[src/rtl/precision_dispatch_ctrl.sv]
// Runs one precision-assignment pass, then offers each token index to the
// int4 / int8 / fp16 lane selected by its latched 4-bit code.
module precision_dispatch_ctrl #(
  parameter  int L     = 8,
  localparam int IDX_W = $clog2(L),
  localparam int CNT_W = $clog2(L + 1)
) (
  input  logic               clk,
  input  logic               rst_n,
  input  logic               start,
  output logic               busy,
  output logic               done,
  output logic               assign_start,
  input  logic               assign_done,
  input  logic [4*L-1:0]     prec_in,
  output logic [2:0]         lane_valid,
  input  logic [2:0]         lane_ready,
  output logic [IDX_W-1:0]   lane_tok,
  output logic [CNT_W-1:0]   cnt_int4,
  output logic [CNT_W-1:0]   cnt_int8,
  output logic [CNT_W-1:0]   cnt_fp16,
  output logic [2:0]         dbg_state_o
);

  typedef enum logic [2:0] {
    S_IDLE     = 3'd0,
    S_LAUNCH   = 3'd1,
    S_WAIT     = 3'd2,
    S_DISPATCH = 3'd3,
    S_DONE     = 3'd4
  } state_t;

  state_t                  state_q, state_d;
  logic [IDX_W-1:0]        tok_q, tok_d;
  logic [L-1:0][3:0]       codes_q, codes_d;
  logic [CNT_W-1:0]        c4_q, c4_d, c8_q, c8_d, c16_q, c16_d;
  logic                    busy_q, busy_d, done_q, done_d, astart_q, astart_d;
  logic [2:0]              valid_q, valid_d;
  logic [IDX_W-1:0]        ltok_q, ltok_d;
  logic                    hs;

  function automatic logic [2:0] lane_sel(input logic [3:0] code);
    if (code == 4'd0)      lane_sel = 3'b001;
    else if (code == 4'd1) lane_sel = 3'b010;
    else                   lane_sel = 3'b100;
  endfunction

  // Handshake: a token moves when the single valid lane also has ready high
  // on the same rising edge; valid and lane_tok never drop or change before that.
  always_comb begin
    state_d = state_q;
    tok_d   = tok_q;
    codes_d = codes_q;
    c4_d    = c4_q;
    c8_d    = c8_q;
    c16_d   = c16_q;
    hs      = |(valid_q & lane_ready);
    case (state_q)
      S_IDLE:   if (start) state_d = S_LAUNCH;
      S_LAUNCH: begin
        tok_d   = '0;
        c4_d    = '0;
        c8_d    = '0;
        c16_d   = '0;
        state_d = S_WAIT;
      end
      S_WAIT: if (assign_done) begin
        codes_d = prec_in;
        state_d = S_DISPATCH;
      end
      S_DISPATCH: if (hs) begin
        if (valid_q[0]) c4_d  = c4_q + CNT_W'(1);
        if (valid_q[1]) c8_d  = c8_q + CNT_W'(1);
        if (valid_q[2]) c16_d = c16_q + CNT_W'(1);
        if (tok_q == IDX_W'(L - 1)) state_d = S_DONE;
        else                        tok_d   = tok_q + IDX_W'(1);
      end
      S_DONE:  state_d = S_IDLE;
      default: state_d = S_IDLE;
    endcase

    // Outputs are registered: decode them from the next-state values.
    busy_d   = (state_d != S_IDLE);
    done_d   = (state_d == S_DONE);
    astart_d = (state_d == S_LAUNCH);
    valid_d  = (state_d == S_DISPATCH) ? lane_sel(codes_d[tok_d]) : 3'b000;
    ltok_d   = (state_d == S_DISPATCH) ? tok_d : '0;
  end

  always_ff @(posedge clk) begin
    if (!rst_n) begin
      state_q  <= S_IDLE;
      tok_q    <= '0;
      codes_q  <= '0;
      c4_q     <= '0;
      c8_q     <= '0;
      c16_q    <= '0;
      busy_q   <= 1'b0;
      done_q   <= 1'b0;
      astart_q <= 1'b0;
      valid_q  <= 3'b000;
      ltok_q   <= '0;
    end else begin
      state_q  <= state_d;
      tok_q    <= tok_d;
      codes_q  <= codes_d;
      c4_q     <= c4_d;
      c8_q     <= c8_d;
      c16_q    <= c16_d;
      busy_q   <= busy_d;
      done_q   <= done_d;
      astart_q <= astart_d;
      valid_q  <= valid_d;
      ltok_q   <= ltok_d;
    end
  end

  assign busy         = busy_q;
  assign done         = done_q;
  assign assign_start = astart_q;
  assign lane_valid   = valid_q;
  assign lane_tok     = ltok_q;
  assign cnt_int4     = c4_q;
  assign cnt_int8     = c8_q;
  assign cnt_fp16     = c16_q;
  assign dbg_state_o  = state_q;

endmodule

[config.mk]
export PLATFORM = sky130hd
export DESIGN_NAME = precision_dispatch_ctrl
export DESIGN_NICKNAME = d
export VERILOG_FILES = /design/src/rtl/precision_dispatch_ctrl.sv
export SDC_FILE = /design/constraint.sdc
export NUM_CORES = 1
export LEC_CHECK = 0
export CAP_MARGIN = 15
export CORE_MARGIN = 2
export CORE_UTILIZATION = 45
export CTS_CLUSTER_SIZE = 24
export DETAILED_ROUTE_END_ITERATION = 8
export GPL_ROUTABILITY_DRIVEN = 0
export PLACE_DENSITY = 0.78
export SLEW_MARGIN = 20
export SYNTH_ARGS = -nofsm -noshare
export SYNTH_HDL_FRONTEND = slang
export SYNTH_SLANG_ARGS = --single-unit
export TNS_END_PERCENT = 5
[constraint.sdc]
create_clock -name clk -period 2.5 [get_ports clk]
set_clock_uncertainty 0.2 [all_clocks]
set_input_delay 0.625 -clock clk [delete_from_list [all_inputs] [get_ports clk]]
set_output_delay 0.625 -clock clk [all_outputs]
set_load 0.1 [all_outputs]
==> qor.yml <==
run_status: "finished with violations"
violations: "negative setup slack"
swShare_pct: 30.8
initial_core_util_pct: 47.1
nNetsFinal: 471
synthCells: 336
fmax_ghz: 0.395
grt_max_degree: 25
hold_start: "codes_q[19]"
crit_fanout: 7
critical-path-top-delay-family: "simple AND/OR/NAND/NOR gates"
die_w_um: 83.4
holdPathStages: 2
netlist_area_sq_um: 2840
grtUsageTotal_pct: 21.0
finalMaxSlewViolations: 0
seqPwrFrac_pct: 41.6
synth.distinct_cells: 49
irDropWorstVdd_uv: 473
synth-edff-count: 0
insertion_delay_ps: 340
final_util_pct: 66.7
synth-seq-cells: 59
area.growth.synth_to_final_pct: 41.5
cts_max_level: 3
first_pass_iters: 4
yosys_warnings: 0
rr_worst_depth: 8
min_to: "codes_q[19]"
worstSetupPathType: "flop to flop"
pwr-share-clk_pct: 32.8
power_density_nw_per_um2: 621
path_clk_slew_ps: 60
dpl-instance-area_sq_um: 3750
required_ps: 2530
synth_flop_cell: "dfxtp_1"
die_h_um: 83.4
wl_mm: 7.28
worst_pin_slew_ps: 508
ant_nets: 0
cp-end-kind: "flop"
port_buffers: 62
regToRegSetupSlack_ps: -30
final_cell_area_sq_um: 4020
grt_first_pass_wirelength_mm: 11.9
synth_fp_nets: 379
share_comb_of_total_power_pct: 25.5
avgSynthCellArea_sq_um: 8.45
final_common_cell: "nand2_1"
finalCritPeriodShare_pct: 101
yosysSeqAreaShare_pct: 41.6
drive_above_1_share_pct: 24.7
arrival_ps: 2560
path_cells: "a222oi_1 -> buf_4 -> or4_4 -> and3_4 -> mux2_4 -> a32oi_2 -> and4_1 -> nor3b_2"
grt_use_met1_pct: 26.2
cp_slowest_cell: "or4_4"
critPathBufInv: 1
dieArea_sq_um: 6960
cpPeakStageDelay_ps: 580
hp-class: "flop to flop"
clock-root-buffer: "clkbuf_8"
clockBufferDepth: 2
wl_per_cell_um: 14.3
grt_overflow_total: 0
core_area_sq_um: 6030
clock-sinks: 59
place_hpwl_mm: 5.23
pin_count: 63
grt_pass1_vias: 2551
drcViolationCount: 0
met3_usage_pct: 4.77
vias: 2740
internal_power_mw: 1.73
antennaDiodeCount: 0
rsz0062_at_grt: "true"
period_minus_slack_ps: 2530
antenna_found_initial: 0
hold_viol_final: 0
start_kind: "flop"
cap_violations: 0
timing.final.ws_setup_ps: -31.1
cts-buffers-inserted: 9
busiest_layer: "met2"
r2r-end: "lane_valid[1]"
cellLeakagePower_nw: 1.58
relSlewSlack_pct: 65.9
regToRegStartpoint: "lane_valid[0]"
whs_ps: 258
layout_common_cells: "81 x nand2_1, 57 x buf_4, 53 x dfxtp_1"
async_reset_ff_share_pct: 0
cts_tree: "built"
p_sw_uw: 768
met2_usage_pct: 33.3
std_cell_rows: 28
setup_viol: 2
via_per_inst: 5.39
drtIter0Drc: 119
how the worst max path moves through the flow:
stage                     cells past startpoint  slack (ps)           from            end
after CTS                                     8         -10  lane_valid[0]  lane_valid[1]
after floorplan                               9        -200  lane_ready[0]  lane_valid[0]
after detailed placement                      9        -690  lane_ready[0]  lane_valid[0]
final                                         8         -30  lane_valid[0]  lane_valid[1]
after global placement                        9        -660  lane_ready[0]  lane_valid[0]
after global routing                          8         -80  lane_valid[0]  lane_valid[1]
sequential cells by signal, indices dropped and copies added (netlist names), 3 cells and up:
| name | count |
|---|---|
| cnt_fp16 | 4 |
| cnt_int4 | 4 |
| cnt_int8 | 4 |
| codes_q | 32 |
| dbg_state_o | 3 |
| lane_tok | 3 |
| lane_valid | 3 |
| tok_q | 3 |
routing by layer:
metal  part of all wire [%]  wire, um
met2                     48      3470
met5                      0         0
met3                    5.1       368
met1                     44      3200
met4                    3.3       243
logic make-up after synthesis:
family	after synthesis	synth area share, %
simple gates	160	27.3
compound gates	71	18.9
flops	59	41.6
buf+inv	25	4.32
mux	10	3.97
xor+xnor	7	2.16
fa+ha+maj	4	1.76
timing repair:
| item | in CTS | in global routing |
|---|---|---|
| resized for setup | 17 | 5 |
| endpoints found under the setup margin | 3 | 3 |
| setup buffers | 2 | 0 |
| pin swaps | 6 | 2 |
| hold buffers | 0 | 0 |
| gates cloned | 1 | 0 |
cell usage after synthesis, drive strengths merged, types with 4 or more instances:
cell	count	area [sq um]
a21oi	8	40.0
or3	6	37.5
a21o	5	37.5
buf	9	62.6
nor3	10	50.1
dfxtp	59	1180
and3	4	30.0
inv	5	18.8
mux2	4	52.6
nand4	7	43.8
nor2	19	71.3
and4	4	35.0
a21boi	30	225
nand2	81	304
mux2i	6	60.1
a32oi	6	52.6
xor2	6	52.6
o311ai	4	35.0
o21ai	5	25.0
clkbuf	11	41.3
and2	9	56.3
nor2b	6	37.5
ha	4	50.1
through the flow:
stage	std cells	TNS [ps]	worst slack, ps	power [mW]
2_1_floorplan	336	-480	-199	1.43
3_3_place_gp	489	-2660	-662	1.67
3_5_place_dp	489	-2930	-686	1.68
4_1_cts	508	-25.3	-14.4	2.51
5_1_grt	508	-204	-85.0	2.61
6_report	508	-61.5	-31.1	2.49
worst min-delay path, stage by stage, from the launching register on:
cell	delay [ps]
dfxtp_1	300
nand2_1	40
a21boi_0	60
power by group through the flow:
stage | Clock [mW] | Combinational (mW) | Sequential (mW)
3_3_place_gp | 0 | 0.614 | 1.06
5_1_grt | 0.873 | 0.687 | 1.05
4_1_cts | 0.837 | 0.633 | 1.04
6_report | 0.819 | 0.637 | 1.04
3_5_place_dp | 0 | 0.621 | 1.06
2_1_floorplan | 0 | 0.248 | 1.18
cell type report:
| cell class | count | area (sq um) |
|---|---|---|
| Multi-Input combinational cell | 253 | 1620 |
| Timing Repair Buffer | 100 | 900 |
| Inverter | 5 | 18.8 |
| Tap cell | 75 | 93.8 |
| Sequential cell | 59 | 1200 |
| Clock inverter | 1 | 5.00 |
| Clock buffer | 15 | 186 |
| Fill cell | 485 | 2010 |
No activity file was read; power rests on OpenSTA's default activity.
